===== src/rtl/rf_pkg.sv =====
// Shared constants, state encoding and beat format for the register-file
// read-side stream sequencer.
package rf_pkg;

  localparam int ADDR_W = 9;
  localparam int DATA_W = 32;
  localparam int DEPTH  = 512;
  localparam int FIFO_D = 4;
  localparam int CNT_W  = 10;

  typedef enum logic [1:0] {
    IDLE,
    READ,
    DRAIN,
    DONE
  } rd_state_t;

  typedef struct packed {
    logic              last;
    logic [DATA_W-1:0] data;
  } beat_t;

  // Requested word counts above the array size are limited to one full pass.
  function automatic logic [CNT_W-1:0] clamp_count(input logic [CNT_W-1:0] c);
    return (c > CNT_W'(DEPTH)) ? CNT_W'(DEPTH) : c;
  endfunction

endpackage


===== src/rtl/rf_stream_reader_if.sv =====
// Valid/ready word stream carrying register-file contents with an end marker.
interface rf_stream_reader_if;
  import rf_pkg::*;

  logic              valid;
  logic              ready;
  logic [DATA_W-1:0] data;
  logic              last;

  modport master (output valid, output data, output last, input ready);
  modport slave  (input valid, input data, input last, output ready);

endinterface


===== src/rtl/rf_rd_fifo.sv =====
// Four-entry synchronous buffer of {last, data} beats between the macro read
// port and the output stream; head outputs are zero whenever it is empty.
module rf_rd_fifo
  import rf_pkg::*;
(
  input  logic       clka,
  input  logic       rstn,
  input  logic       push,
  input  beat_t      push_beat,
  input  logic       pop,
  output beat_t      head,
  output logic       not_empty,
  output logic [2:0] count
);

  beat_t      mem_q [4];
  beat_t      mem_d [4];
  logic [1:0] wr_q, wr_d, rd_q, rd_d;
  logic [2:0] cnt_q, cnt_d;
  logic       do_push, do_pop;

  // NOTE: every signal written here gets a default first, so no latch is inferred.
  always_comb begin
    mem_d   = mem_q;
    wr_d    = wr_q;
    rd_d    = rd_q;
    do_pop  = pop && (cnt_q != 3'd0);
    do_push = push && ((cnt_q != 3'd4) || do_pop);
    if (do_push) begin
      mem_d[wr_q] = push_beat;
      wr_d        = wr_q + 2'd1;
    end
    if (do_pop) begin
      rd_d = rd_q + 2'd1;
    end
    cnt_d = cnt_q + 3'(do_push) - 3'(do_pop);
  end

  // NOTE: sequential state uses non-blocking assignments only.
  always_ff @(posedge clka) begin
    if (!rstn) begin
      wr_q  <= '0;
      rd_q  <= '0;
      cnt_q <= '0;
    end else begin
      wr_q  <= wr_d;
      rd_q  <= rd_d;
      cnt_q <= cnt_d;
    end
  end

  // NOTE: storage is deliberately not reset; the head is gated by not_empty.
  always_ff @(posedge clka) begin
    mem_q <= mem_d;
  end

  assign not_empty = (cnt_q != 3'd0);
  assign head      = not_empty ? mem_q[rd_q] : '0;
  assign count     = cnt_q;

endmodule


===== src/rtl/rf_stream_reader.sv =====
// Issues sequential reads on the register-file B port and streams the words
// out with backpressure, holding at most FIFO_D words buffered or in flight.
module rf_stream_reader #(
  parameter int ADDR_W = rf_pkg::ADDR_W,
  parameter int DATA_W = rf_pkg::DATA_W,
  parameter int DEPTH  = rf_pkg::DEPTH,
  parameter int FIFO_D = rf_pkg::FIFO_D
) (
  input  logic                     clka,
  input  logic                     rstn,
  input  logic                     start,
  input  logic [ADDR_W-1:0]        base_addr,
  input  logic [rf_pkg::CNT_W-1:0] count,
  output logic                     busy,
  output logic                     done,
  output logic [ADDR_W-1:0]        rf_addrb,
  input  logic [DATA_W-1:0]        rf_doutb,
  rf_stream_reader_if.master       m
);
  import rf_pkg::*;

  rd_state_t         state_q, state_d;
  logic [ADDR_W-1:0] ptr_q, ptr_d;
  logic [CNT_W-1:0]  remain_q, remain_d, clamped;
  logic              inflight_q, inflight_d;
  logic              inflight_last_q, inflight_last_d;
  logic              busy_q, busy_d;
  logic              done_q, done_d;
  logic              issue, credit_ok, fifo_pop, fifo_valid;
  logic [2:0]        fifo_count;
  beat_t             push_beat, head;

  assign push_beat = '{last: inflight_last_q, data: rf_doutb};

  rf_rd_fifo u_fifo (
    .clka      (clka),
    .rstn      (rstn),
    .push      (inflight_q),
    .push_beat (push_beat),
    .pop       (fifo_pop),
    .head      (head),
    .not_empty (fifo_valid),
    .count     (fifo_count)
  );

  always_comb begin
    state_d   = state_q;
    ptr_d     = ptr_q;
    remain_d  = remain_q;
    issue     = 1'b0;
    clamped   = clamp_count(count);
    fifo_pop  = fifo_valid & m.ready;
    // Credit counts the read still in the macro pipe; m.ready is not involved.
    credit_ok = (4'(fifo_count) + 4'(inflight_q)) <= 4'(FIFO_D - 1);
    case (state_q)
      IDLE: begin
        if (start) begin
          ptr_d    = base_addr;
          remain_d = clamped;
          state_d  = (clamped == '0) ? DONE : READ;
        end
      end
      READ: begin
        if ((remain_q != '0) && credit_ok) begin
          issue    = 1'b1;
          ptr_d    = (ptr_q == ADDR_W'(DEPTH - 1)) ? '0 : ptr_q + 1'b1;
          remain_d = remain_q - 1'b1;
          if (remain_q == CNT_W'(1)) state_d = DRAIN;
        end
      end
      DRAIN: begin
        if (fifo_pop && head.last) state_d = DONE;
      end
      DONE:    state_d = IDLE;
      default: state_d = IDLE;
    endcase
    inflight_d      = issue;
    inflight_last_d = issue && (remain_q == CNT_W'(1));
    busy_d          = (state_d != IDLE);
    done_d          = (state_d == DONE);
  end

  always_ff @(posedge clka) begin
    if (!rstn) begin
      state_q         <= IDLE;
      ptr_q           <= '0;
      remain_q        <= '0;
      inflight_q      <= 1'b0;
      inflight_last_q <= 1'b0;
      busy_q          <= 1'b0;
      done_q          <= 1'b0;
    end else begin
      state_q         <= state_d;
      ptr_q           <= ptr_d;
      remain_q        <= remain_d;
      inflight_q      <= inflight_d;
      inflight_last_q <= inflight_last_d;
      busy_q          <= busy_d;
      done_q          <= done_d;
    end
  end

  assign busy     = busy_q;
  assign done     = done_q;
  assign rf_addrb = ptr_q;
  assign m.valid  = fifo_valid;
  assign m.data   = head.data;
  assign m.last   = head.last;

endmodule

===== src/flat_wrapper.sv =====
// flat-port wrapper written by rule: the top's interface ports become plain ports
module rf_stream_reader_flat import rf_pkg::*;
#(
  parameter int ADDR_W = rf_pkg::ADDR_W,
  parameter int DATA_W = rf_pkg::DATA_W,
  parameter int DEPTH  = rf_pkg::DEPTH,
  parameter int FIFO_D = rf_pkg::FIFO_D
)
  (clka, rstn, start, base_addr, count, busy, done, rf_addrb, rf_doutb, m_valid, m_data, m_last, m_ready);
  rf_stream_reader_if m_i ();
  input  logic clka;
  input  logic rstn;
  input  logic start;
  input  logic [ADDR_W-1:0] base_addr;
  input  logic [rf_pkg::CNT_W-1:0] count;
  output logic busy;
  output logic done;
  output logic [ADDR_W-1:0] rf_addrb;
  input  logic [DATA_W-1:0] rf_doutb;
  output wire logic [$bits(m_i.valid)-1:0] m_valid;
  output wire logic [$bits(m_i.data)-1:0] m_data;
  output wire logic [$bits(m_i.last)-1:0] m_last;
  input wire logic [$bits(m_i.ready)-1:0] m_ready;
  assign m_valid = m_i.valid;
  assign m_data = m_i.data;
  assign m_last = m_i.last;
  assign m_i.ready = m_ready;
  rf_stream_reader #(.ADDR_W(ADDR_W), .DATA_W(DATA_W), .DEPTH(DEPTH), .FIFO_D(FIFO_D)) u_core (.clka(clka), .rstn(rstn), .start(start), .base_addr(base_addr), .count(count), .busy(busy), .done(done), .rf_addrb(rf_addrb), .rf_doutb(rf_doutb), .m(m_i));
endmodule

===== config.mk =====
export PLATFORM = sky130hd
export DESIGN_NAME = rf_stream_reader_flat
export DESIGN_NICKNAME = d
export VERILOG_FILES = /design/src/rtl/rf_pkg.sv /design/src/rtl/rf_stream_reader_if.sv /design/src/rtl/rf_rd_fifo.sv /design/src/rtl/rf_stream_reader.sv /design/src/flat_wrapper.sv
export SDC_FILE = /design/constraint.sdc
export NUM_CORES = 1
export LEC_CHECK = 0
export ABC_AREA = 1
export CAP_MARGIN = 20
export CORE_ASPECT_RATIO = 0.8
export CORE_MARGIN = 5
export CORE_UTILIZATION = 49
export CTS_CLUSTER_DIAMETER = 40
export DETAILED_ROUTE_END_ITERATION = 12
export DONT_BUFFER_PORTS = 1
export PLACE_DENSITY = 0.63
export REMOVE_ABC_BUFFERS = 1
export SYNTH_ARGS = -nofsm -noshare
export SYNTH_HDL_FRONTEND = slang
export SYNTH_SLANG_ARGS = --single-unit

===== constraint.sdc =====
create_clock -name clka -period 2.7 [get_ports clka]
set_input_delay 0.54 -clock clka [delete_from_list [all_inputs] [get_ports clka]]
set_output_delay 0.54 -clock clka [all_outputs]
set_load 0.005 [all_outputs]

# --- Yosys cells after proc, flatten, opt, wreduce, memory -nomap -nowiden ---
# Cells that the tools add are included.
word_totals:
  regBits: 164
  word_cells: 79
  out_inout_bits: 45
  in_bits: 55
classes:
  add_sub_neg: 7
  n_eq_ne: 9
  n_reduce_logical: 14
  bitwise: 3
  mux: 23
  magnitude_cmp: 5
ops:
  columns: ["operator", "n"]
  rows:
  - ["$bwmux W132", 1]
  - ["$mux W33", 4]
  - ["$bmux W33 S2", 1]
  - ["$demux W33 S2", 1]
  - ["$mux W10", 3]
  - ["$mux W9", 3]
  - ["$pmux W10 S2", 1]
  - ["$pmux W9 S2", 1]
  - ["$eq A10 B1 Y1 const B", 1]
  - ["$gt A10 B10 Y1 const B", 1]
  - ["$logic_not A10 Y1", 1]
  - ["$mux W2", 5]
  - ["$reduce_bool A10 Y1", 1]
  - ["$sub A10 B1 Y10 const B", 1]
  - ["$add A9 B1 Y9 const B", 1]
  - ["$eq A9 B9 Y1 const B", 1]
  - ["$pmux W2 S4", 1]
  - ["$eq A2 B2 Y1 const B", 3]
  - ["$ge A3 B3 Y1 const B", 2]
  - ["$logic_and A1 B1 Y1", 6]
  - ["$not A2 Y3", 2]
  - ["$add A2 B1 Y2 const B", 2]
  - ["$add A3 B1 Y4", 1]
  - ["$le A4 B2 Y1 const B", 1]
  - ["other kinds (14)", 16]

# --- Longest topological paths before layout ---
depth:
  ltp_word: 9
  ltp_mapped: 11
  depth_no_buf: 11

# --- Cells and area by module ---
# Synthesis repeated with hierarchy kept, for this count alone.
hier_totals:
  hier_cells: 692
  area_unflattened_um2: 7143.1
modules_own_cells:
  columns: ["mod", "cells_per_inst", "area_per_inst_um2", "seq_area_each_um2", "n_inst"]
  rows:
  - ["rf_rd_fifo", 456, 5587.9, 4103.9, 1]
  - ["rf_stream_reader", 236, 1555.2, 500.5, 1]

# --- Worst setup path before layout ---
# Ideal clock, no wire load.
synth_timing:
  kind: "register to register"
  startpoint: "register u_core.u_fifo.cnt_q[1] (netlist: u_core.u_fifo.count[1])"
  endpoint: "register u_core.u_fifo.mem_q[0] (netlist bit), enable pin"
  setup_time_ns: 0.423
  path_buffers: 0
  stages_incl_launch_ff: 4
  slack_ns: 0.216
  synth_period_minus_slack_ns: 2.484
  arrival_ns: 2.060
  required_time_ns: 2.277
  cell_sequence: "dfxtp_1 or2_1 o31ai_4 nor2_1"
synth_between:
  elab_chain_len: 5
  word_cells_on_any_way: 6
  cone_classes: "eq/ne (1); bitwise (1); reduce/logical (4)"
synth_rtl:
  columns: ["element", "line_no", "rtl"]
  rows:
  - ["start: declaration", "rf_rd_fifo.sv:19", "logic [2:0] cnt_q, cnt_d;"]
  - ["start signal: assignment", "rf_rd_fifo.sv:48", "cnt_q <= cnt_d;"]
  - ["$reduce_bool A3 Y1", "rf_rd_fifo.sv:27, rf_rd_fifo.sv:57", null]
  - ["$and A1 B1 Y1", "rf_stream_reader.sv:52", "fifo_pop = fifo_valid & m.ready;"]
  - ["$logic_and A1 B1 Y1", "rf_rd_fifo.sv:27", "do_pop = pop && (cnt_q != 3'd0);"]
  - ["$logic_or A1 B1 Y1 (*)", "rf_rd_fifo.sv:28", "do_push = push && ((cnt_q != 3'd4) || do_pop);"]
  - ["$logic_and A1 B1 Y1 (*)", "rf_rd_fifo.sv:28", null]
  - ["end signal: assignment", "rf_rd_fifo.sv:54", "mem_q <= mem_d;"]
  - ["end: declaration", "rf_rd_fifo.sv:16", "beat_t mem_q [4];"]
# Every way passes the cells marked *; elsewhere a longest branch is shown, timed or not.
# A chain may end at the register's enable or synchronous reset.

# --- Final worst setup path ---
layout_timing:
  startpoint: "register u_core.u_fifo.cnt_q[1] (netlist: u_core.u_fifo.count[1])"
  endpoint: "output port m_data[22]"
layout_between:
  elab_chain_len: 2
layout_rtl:
  columns: ["element", "line_no", "rtl"]
  rows:
  - ["$reduce_bool A3 Y1", "rf_rd_fifo.sv:57", "assign not_empty = (cnt_q != 3'd0);"]
  - ["$mux W33", "rf_rd_fifo.sv:58", "assign head = not_empty ? mem_q[rd_q] : '0;"]
  - ["end: declaration", "flat_wrapper.sv:21", "output wire logic [$bits(m_i.data)-1:0] m_data;"]
# Every way passes these cells.

==> impl_metrics.toml <==
[global_route]
antenna_found_initial = 0
grt_pass1_wl_um = 24710
grt_pass1_vias = 4676
grt_max_degree = 47
track_usage_pct = 17.97
grt_overflow = 0

[hold_path]
hold_end = "u_core.u_fifo.mem_q[64]"
hp-class = "primary input to register"
min_from = "rf_doutb[31]"
min_path_cells = 0

[timing]
period_needed_ns = 2.358
final-hold-violation-count = 0
setup_viol = 0
max_freq_mhz = 424.1
holdWs_ns = 0.2140
tightest_slew_ns = 0.5172
relSlewSlack_pct = 65.40
fin_crit_sh_pct = 87.34
slew_viol_final = 0
fin_skew_ns = 0.006553
fin_ws_ns = 0.3419
rsz0062_at_grt = "false"

[synth]
synth-main-ff-cell = "edfxtp_1"
syn_inst = 704
synth_edf_count = 132
synth_adder_area_share_pct = 2.365
async_flop_share_pct = 0
synthMostInstantiatedCell = "nor2_1"
synth_compound_area_share_pct = 10.90
netlist_top_cells_area = "edfxtp_1 55%, nor2_1 9.9%, dfxtp_1 8.9%"
synth.avg_cell_area_um2 = 10.22
synth_top_family_by_area = "simple AND/OR/NAND/NOR gates"
synth_common_cells = "190 x nor2_1, 132 x edfxtp_1, 91 x o21ai_0"
synthMuxAreaShare_pct = 0
synth_top_area_cell = "edfxtp_1"
synth-seq-cells = 164
yosys_warnings = 0
syn_area_um2 = 7194
yosys.area_share.simple_pct = 16.99
synth-seq-area-share_pct = 64.00
synth_top_area_share_pct = 55.10
synthXorXnorAreaFrac_pct = 1.217
synth_cell_types = 38

[place]
placed_cells = 870
place_ws_ns = 0.6101
dpl.hpwl_um = 9577
port-buffer-count = 0
place_congestion = 0.8003

[clock_network]
cts.sinks = 164
cts-resized-gates = 0
numCtsBuffers = 17
cts_tree = "built"
cts_hold_repair.buffers = 0
post_cts_buffers = 0
htree_levels = 4
clockRootBuffer = "clkbuf_16"
clock_path_buffers = 2
clk_latency_ns = 0.41
path_clk_slew_ns = 0.06

[route]
top_layer = "met4"
vias = 4788
drc_errors = 0
met3RoutedLength_um = 1126
wl_per_cell_um = 16.90
drtAntennaViolNets = 0
route.met2.wl_um = 7194
firstDrtPassIters = 5
drtIter0Drc = 455
wl_met1_um = 6717
via_per_inst = 5.320
wl_um = 15210

[cells_and_area]
final_nets = 773
synthToLayoutAreaGrowth_pct = 11.29
post-route-util_pct = 55.81
antenna_cells = 0
fin_cells = 900
drive_gt1_share_pct = 10.06

[floorplan]
die_width_um = 145.5
die_y_um = 118.4
dieArea_um2 = 17220
fp.coreArea_um2 = 14350
io_pins = 100
rows = 39
start_util_pct = 50.15

[worst_setup_path]
crit_start = "u_core.u_fifo.count[1]"
cp-end-kind = "primary output"
reg2reg_depth = 9
crit_type = "register to primary output"
rr_startpoint = "u_core.u_fifo.count[1]"
crit_path_start_kind = "register"
worstPathMaxFanout = 34
r2r_setup_slack_ns = 0.54
required_ns = 2.16
worstPathArrival_ns = 1.82
timing.rr.end = "u_core.u_fifo.count[1]"

[flow_run]
maxCapViolCount = 0

[power_and_ir_drop]
p_leak_uw = 0.002958
p_per_area_nw_per_um2 = 878.3
ir_drop_v = 0.0004720

[run_status]
status = "finished clean"
-- layout by cell type (no fill, tap or decap), types with 4 or more instances in the layout --
cell	instances
or2_2	5
nor2_4	8
o21ai_0	91
nand2_2	4
xor2_1	6
xnor2_1	4
nand3_1	21
nor2_1	186
ha_1	12
edfxtp_1	132
dfxtp_1	31
inv_1	41
buf_4	11
clkbuf_16	17
o21ai_1	5
a21oi_1	42
nand2_1	59
-- layer usage --
layer	vias to the layer above	GRT usage [%]
met5	-	0
met4	0	5.070
met3	16	7.116
met2	124	28.00
met1	2259	23.58
li1	2389	-
-- sequential cells by signal (all words and copies together) (netlist names) --
register / flops
u_core.busy: 1
u_core.done: 1
u_core.inflight_last_q: 1
u_core.inflight_q: 1
u_core.remain_q: 10
u_core.rf_addrb: 9
u_core.state_q: 2
u_core.u_fifo.count: 3
u_core.u_fifo.mem_q: 132
u_core.u_fifo.rd_q: 2
u_core.u_fifo.wr_q: 2
-- cells by family (layout without fill, tap and decap cells) --
| family | Yosys count | in the layout |
|---|---|---|
| xor gates and xnor gates | 10 | 10 |
| buffers and inverters | 76 | 88 |
| and+or+nand+nor | 293 | 293 |
| adders and majority gates | 13 | 13 |
| DFF | 164 | 164 |
| AOI/OAI and AO/OA | 148 | 148 |
-- cell type report --
class	instances	area, um^2
sequential	164	4606
clock inverter	13	135.1
timing repair buffer	14	142.6
fill	1204	6340
inverter	44	167.7
tap	184	230.2
clock buffer	17	425.4
multi-input combinational	464	2300
-- how the worst max path moves through the flow --
| stage | slack [ns] | endpoint |
|---|---|---|
| finish | 0.34 | m_data[22] |
| global route | 0.23 | m_data[5] |
| CTS | 0.33 | m_data[22] |
| detailed placement | 0.61 | u_core.u_fifo.count[2] |
| global placement | 0.74 | u_core.u_fifo.count[2] |
| floorplan | -0.75 | m_last |
-- report_power, final --
| part | leakage, uW | switching, uW | total (uW) | internal (uW) |
|---|---|---|---|---|
| Combinational | 0.00123 | 1210 | 1740 | 528 |
| Clock | 0.000272 | 951 | 2300 | 1350 |
| Sequential | 0.00145 | 120 | 2990 | 2870 |
| Total | 0.00296 | 2280 | 7030 | 4750 |
-- stage by stage --
step / power, uW / area, um^2 / setup TNS, ns
CTS: 7091 / 8006 / 0
global placement: 4738 / 7446 / 0
detailed placement: 4791 / 7446 / 0
floorplan: 4238 / 7037 / -20.70
global route: 7451 / 8006 / 0
finish: 7032 / 8006 / 0
-- worst max-delay path, cell delays in order (launching register included) --
cell     delay (ns)
dfxtp_1        0.36
or2_1          0.32
nor2_4         0.12
buf_4          0.41
a21oi_1        0.19
Note: power is estimated with default switching activity, not from simulation.
